==> src/rtl/wb_regfile.sv <==
// ============================================================================
// Module   : wb_regfile
// Purpose  : Writeback mux, 32-entry register file with write-first bypass,
//            and a count of committed writes.
// Revision : 1.0
// ============================================================================
`default_nettype none

module wb_regfile #(
    parameter int DATA_WIDTH = 32,
    parameter int ADDR_WIDTH = 5
) (
    input  logic                  clk,
    input  logic                  reset,
    input  logic                  reg_write_reg,
    input  logic                  memto_reg_reg,
    input  logic [DATA_WIDTH-1:0] mem_data,
    input  logic [DATA_WIDTH-1:0] alu_result,
    input  logic [ADDR_WIDTH-1:0] write_addr,
    input  logic [ADDR_WIDTH-1:0] rs_addr,
    input  logic [ADDR_WIDTH-1:0] rt_addr,
    output logic [DATA_WIDTH-1:0] rs_data,
    output logic [DATA_WIDTH-1:0] rt_data,
    output logic [DATA_WIDTH-1:0] wb_data,
    output logic                  wb_valid,
    output logic [31:0]           wb_count
);

    localparam int NUM_REGS = 1 << ADDR_WIDTH;

    logic [DATA_WIDTH-1:0] regs_q [NUM_REGS];
    logic [31:0]           wb_count_q;
    logic [31:0]           wb_count_d;

    assign wb_data    = memto_reg_reg ? mem_data : alu_result;
    // Gating with reset keeps the bypass off while the array is held clear.
    assign wb_valid   = reg_write_reg && (write_addr != '0) && !reset;
    assign wb_count_d = wb_count_q + 32'd1;
    assign wb_count   = wb_count_q;

    always_ff @(posedge clk or posedge reset) begin
        if (reset) begin
            for (int i = 0; i < NUM_REGS; i++) begin
                regs_q[i] <= '0;
            end
            wb_count_q <= '0;
        end else if (wb_valid) begin
            regs_q[write_addr] <= wb_data;
            wb_count_q         <= wb_count_d;
        end
    end

    always_comb begin
        rs_data = regs_q[rs_addr];
        if (rs_addr == '0) begin
            rs_data = '0;
        end else if (wb_valid && (rs_addr == write_addr)) begin
            rs_data = wb_data;
        end
    end

    always_comb begin
        rt_data = regs_q[rt_addr];
        if (rt_addr == '0) begin
            rt_data = '0;
        end else if (wb_valid && (rt_addr == write_addr)) begin
            rt_data = wb_data;
        end
    end

endmodule

`default_nettype wire
==> config.mk <==
export PLATFORM = sky130hd
export DESIGN_NAME = wb_regfile
export DESIGN_NICKNAME = d
export VERILOG_FILES = /design/src/rtl/wb_regfile.sv
export SDC_FILE = /design/constraint.sdc
export NUM_CORES = 2
export LEC_CHECK = 0
export CORE_MARGIN = 1.5
export CORE_UTILIZATION = 56
export CTS_CLUSTER_SIZE = 40
export DETAILED_ROUTE_END_ITERATION = 7
export PLACE_DENSITY_LB_ADDON = 0.2
export SLEW_MARGIN = 10
export SYNTH_ARGS = -nofsm -noshare
export SYNTH_HDL_FRONTEND = slang
export SYNTH_SLANG_ARGS = --single-unit
==> constraint.sdc <==
create_clock -name clk -period 35.5 [get_ports clk]
set_input_delay 3.55 -clock clk [delete_from_list [all_inputs] [get_ports clk]]
set_output_delay 3.55 -clock clk [all_outputs]
set_load 0.02 [all_outputs]
; After elaboration in Yosys (flattened, before gate mapping)
; Cells that the tools add are included.
[word_totals]
output_inout_bits = 129
mem_count = 0
inputBits = 83
elab_cells = 66
romBits = 0
latch_bits = 0
reg_bits = 1056
ram_bits = 0
[classes]
n_reduce_logical = 9
shifts = 0
n_addsub = 1
n_eq_ne = 2
bitwise_logic = 3
magnitude_cmp = 4
div = 0
muxes = 14
mul = 0
[op_table]
columns = cell, count
row1 = $bwmux 1024, 1
row2 = $bmux 32 s5, 2
row3 = $mux 32, 10
row4 = $demux 32 s5, 1
row5 = $add 32x1->32 const B, 1
row6 = $ge 6x6->1 const B, 3
row7 = $not 5->6, 3
row8 = $eq 5x5->1, 2
row9 = $logic_not 5->1, 2
row10 = $lt 6x1->1 const B, 1
row11 = $logic_and 1x1->1, 5
row12 = $reduce_bool 5->1, 1
row13 = $logic_not 1->1, 1

; Depth between registers and ports, before layout
[logic_depth]
word_depth = 6
mapped_depth = 9
depth_no_buf = 6

; Worst setup path after synthesis
; No wires, ideal clock.
[synth_path]
path_kind = in2out
from = input write_addr[2]
to = output rs_data[17]
n_path_buf = 3
path_slack_ns = 26.623
arrival_ns = 5.327
cell_stages = 7
required_ns = 31.950
path_cell_list = buf_2 nor3_2 a21o_2 inv_2 buf_2 buf_1 a311oi_1
[synth_via]
elab_chain_len = 6
word_cells_on_any_way = 7
cone_classes = eq/ne: 1 / mux: 2 / reduce/logical: 4
[synth_rtl]
columns = element, line_no
row1 = from (decl), 19  ; input logic [ADDR_WIDTH-1:0] write_addr,
row2 = $reduce_bool 5->1, 37  ; assign wb_valid = reg_write_reg && (write_addr != '0) && !reset;
row3 = $logic_and 1x1->1 (2 in a row), 37
row4 = net wb_valid, 25  ; output logic wb_valid,
row5 = $logic_and 1x1->1, 57  ; end else if (wb_valid && (rs_addr == write_addr)) begin
row6 = $mux 32, 57
row7 = $mux 32, 55  ; if (rs_addr == '0) begin
row8 = to (decl), 22  ; output logic [DATA_WIDTH-1:0] rs_data,
; The timed path passes the listed nets, and every way through them passes these cells.

; Worst setup path after layout
[layout_path]
from = input reset
to = output rt_data[5]
[layout_via]
elab_chain_len = 5
[layout_rtl]
columns = element, line_no
row1 = from (decl), 14  ; input logic reset,
row2 = $logic_not 1->1 (no source line), n/a
row3 = $logic_and 1x1->1, 37
row4 = $logic_and 1x1->1, 66  ; end else if (wb_valid && (rt_addr == write_addr)) begin
row5 = $mux 32, 66
row6 = $mux 32, 64  ; if (rt_addr == '0) begin
row7 = to (decl), 23  ; output logic [DATA_WIDTH-1:0] rt_data,
; No other way between the ends.

==> flow_summary_export.csv <==
group,metric,value,unit
setup_path,path_max_fanout,38,
sta,worstMarginPinSlew,1420,ps
route,wl_per_cell,30.9,µm
synthesis,syn_inst,5297,
setup_path,cp.required,31950,ps
synthesis,synth_compound_area_share,15.9,%
sta,setup_tns,0,ps
placed_design,gp_congestion,0.956,
die,die_h,319,µm
route,drt_iter0_markers,6438,
sta,fin_crit,12620,ps
die,die_w,319,µm
global_route,grt_antenna_before_repair,21,
synthesis,synth-simple-area-share,9.14,%
sta,relSlewSlack,4.47,%
die,core-area,98600,µm²
hold_path,holdCritStartpoint,"regs_q[1017]",
setup_path,start_kind,"primary input",
synthesis,synth_area_leader_cell,"dfrtp_1",
sta,finalSetupViolCount,0,
layout,nets,5267,
clock_network,hold_buffers,0,
synthesis,yosys-top-cells-area,"dfrtp_1, mux4_2, mux2i_1",
clock_network,clk-insertion-delay-late,720,ps
setup_path,cp-end-kind,"output pin",
die,initial_core_util,56.6,%
layout,drive_above_1_share,16.3,%
setup_path,critPathKind,"primary input to output pin",
route,antenna_left,0,
sta,fin_crit_sh,35.5,%
layout,syn2layout_area_growth,11.8,%
synthesis,synth-xor-area-share,0.644,%
route,drcViolationCount,0,
clock_network,cts_setup_buffers,0,
global_route,gr-total-overflow,0,
synthesis,synth_warnings,0,
clock_network,postCtsResizedCells,0,
hold_path,hp-class,"flip-flop to flip-flop",
synthesis,synth_fa_ha_area_share,0.0224,%
power_and_ir_drop,finalPower,3.54,mW
placed_design,dp_slack,23370,ps
sta,fmax,79.3,MHz
die,rows,115,
synthesis,synth_top_family_by_area,"multiplexers",
sta,finalWorstSetupSlack,22880,ps
placed_design,post-dp-hpwl,121,mm
clock_network,clock_sinks,1056,
setup_path,arrival,9070,ps
clock_network,path_clk_slew,60,ps
layout,finalNonFillerCells,6565,
setup_path,startpoint,"reset",
sta,rsz0062_at_grt,"false",
synthesis,synth_top_area_share,47.4,%
route,firstDrtPassIters,7,
placed_design,place_inst,6354,
synthesis,ys_async_sr_fraction,100,%
die,ioPinCount,212,
clock_network,cts_tree,"built",
synthesis,synth-main-ff-cell,"dfrtp_1",
flow_run,maxCapViolations,0,
clock_network,cts_buffers,114,
route,finalWirelength,203,mm
route,vias_per_cell,6.90,
synthesis,yosysMostFrequentCell,"dfrtp_1",
synthesis,avgSynthCellArea,10.5,µm²
clock_network,htreeDepth,3,
placed_design,numPortBuffers,211,
synthesis,synthTopCellsByCount,"dfrtp_1, nor2_1, a21oi_1, nand2_1, o21ai_0",
sta,finClkSkew,5.18,ps
clock_network,cts_max_path_buffers,3,
synthesis,synth_area,55800,µm²
setup_path,reg2reg_from,"wb_count[7]",
clock_network,cts_root_buf,"clkbuf_16",
synthesis,ys_ff_latch,1056,
die,dieArea,101000,µm²
global_route,grt_max_degree,158,
global_route,grt_pass1_vias,44100,
sta,drv_slew,0,
synthesis,synth-edff-count,0,
power_and_ir_drop,peakVddDrop,43.3,µV
global_route,grt_use_total,39.9,%
route,vias,45300,
outcome,status,"complete, no violations",
global_route,grt_pass1_wl,297,mm
synthesis,synthDistinctLibCells,67,
power_and_ir_drop,powerDensity,56.8,nW/µm²
power_and_ir_drop,power_leakage,27.1,nW
sta,hold_viol_final,0,
synthesis,syn_nets,5381,
synthesis,yosysSeqAreaShare,47.4,%
synthesis,synth_mux_area_share,21.6,%
layout make-up:
cell class              instances  area [µm²]
fillers                      7754       36200
multi-input cells            3628       27100
flip-flops and latches       1056       26400
clock buffers                 168        3410
repair buffers                343        3130
well taps                    1287        1610
clock inverters                40         528
inverters                      40         158
diodes                          3        7.51
kinds of logic after synthesis:
kind of cell / after synthesis
AOI/OAI and AO/OA: 1499
xor gates and xnor gates: 41
adders and majority gates: 1
buffers and inverters: 613
DFF: 1056
muxes: 817
and+or+nand+nor: 1270
metal layers:
layer  vias up  wire length (µm)  track usage (%)
li1      19000                 -                -
met5         -               208                0
met4        32             12900             22.1
met2      2982             87600             57.9
met3       755             26200             13.5
met1     22600             75900             52.9
per-stage QoR:
stage | cell area [µm²] | utilization (%) | hold slack, ps
after global placement | 58400 | 59.2 | 381
after detailed placement | 58400 | 59.2 | 388
final | 62300 | 63.2 | 401
after CTS | 62300 | 63.2 | 401
after global routing | 62300 | 63.2 | 410
after floorplan | 55800 | - | 443
worst max-delay path: stages:
cell and delay (ps):
clkdlybuf4s50_1 410, buf_4 160, nand2b_1 470, a21o_2 510, inv_2 710, buf_4 560, nand2_2 790, a31oi_1 990
clkdlybuf4s50_1 850
state kept, by name, summed over array words and instances, names as in the netlist:
signal	flops
regs_q	1024
wb_count	32
cell usage in the layout, fill, tap and decap left out, types with 15 or more instances in the layout:
cell / netlist / layout
a221o_1: 16 / 16
mux4_2: 292 / 292
o21ai_0: 465 / 465
a211oi_1: 37 / 37
clkbuf_1: 377 / 23
clkbuf_16: 0 / 118
mux2_2: 99 / 99
o211ai_1: 52 / 52
o22ai_1: 46 / 46
clkbuf_8: 0 / 27
nor2_1: 620 / 603
nand3_1: 15 / 15
buf_4: 45 / 136
a21oi_1: 575 / 575
nand2_1: 527 / 513
a31oi_1: 37 / 37
nor2_4: 0 / 19
a31o_2: 42 / 42
clkdlybuf4s50_1: 0 / 200
mux2i_4: 0 / 32
dfrtp_1: 1056 / 1056
clkinv_2: 0 / 22
inv_1: 39 / 38
xor2_1: 22 / 22
xnor2_1: 19 / 19
a311oi_1: 18 / 17
nor3_1: 29 / 28
mux2i_1: 419 / 387
a221oi_1: 89 / 89
a22oi_1: 29 / 29
o221ai_1: 32 / 32
where the power goes:
group | internal [mW] | leakage [nW] | switching (mW)
registers | 1.40 | 13.8 | 0.157
clock network | 0.748 | 1.95 | 0.509
logic | 0.330 | 11.4 | 0.394
final timing paths:
path	slack, ps	to	cells past startpoint
max	22880	rt_data[5]	9
min	400	regs_q[1017]	0
max reg2reg	33300	wb_count[31]	5
min reg2reg	400	regs_q[1017]	0
max in group asynchronous	28650	regs_q[239]	6
min in group asynchronous	3460	regs_q[745]	3
No activity file was read; power rests on OpenSTA's default activity.
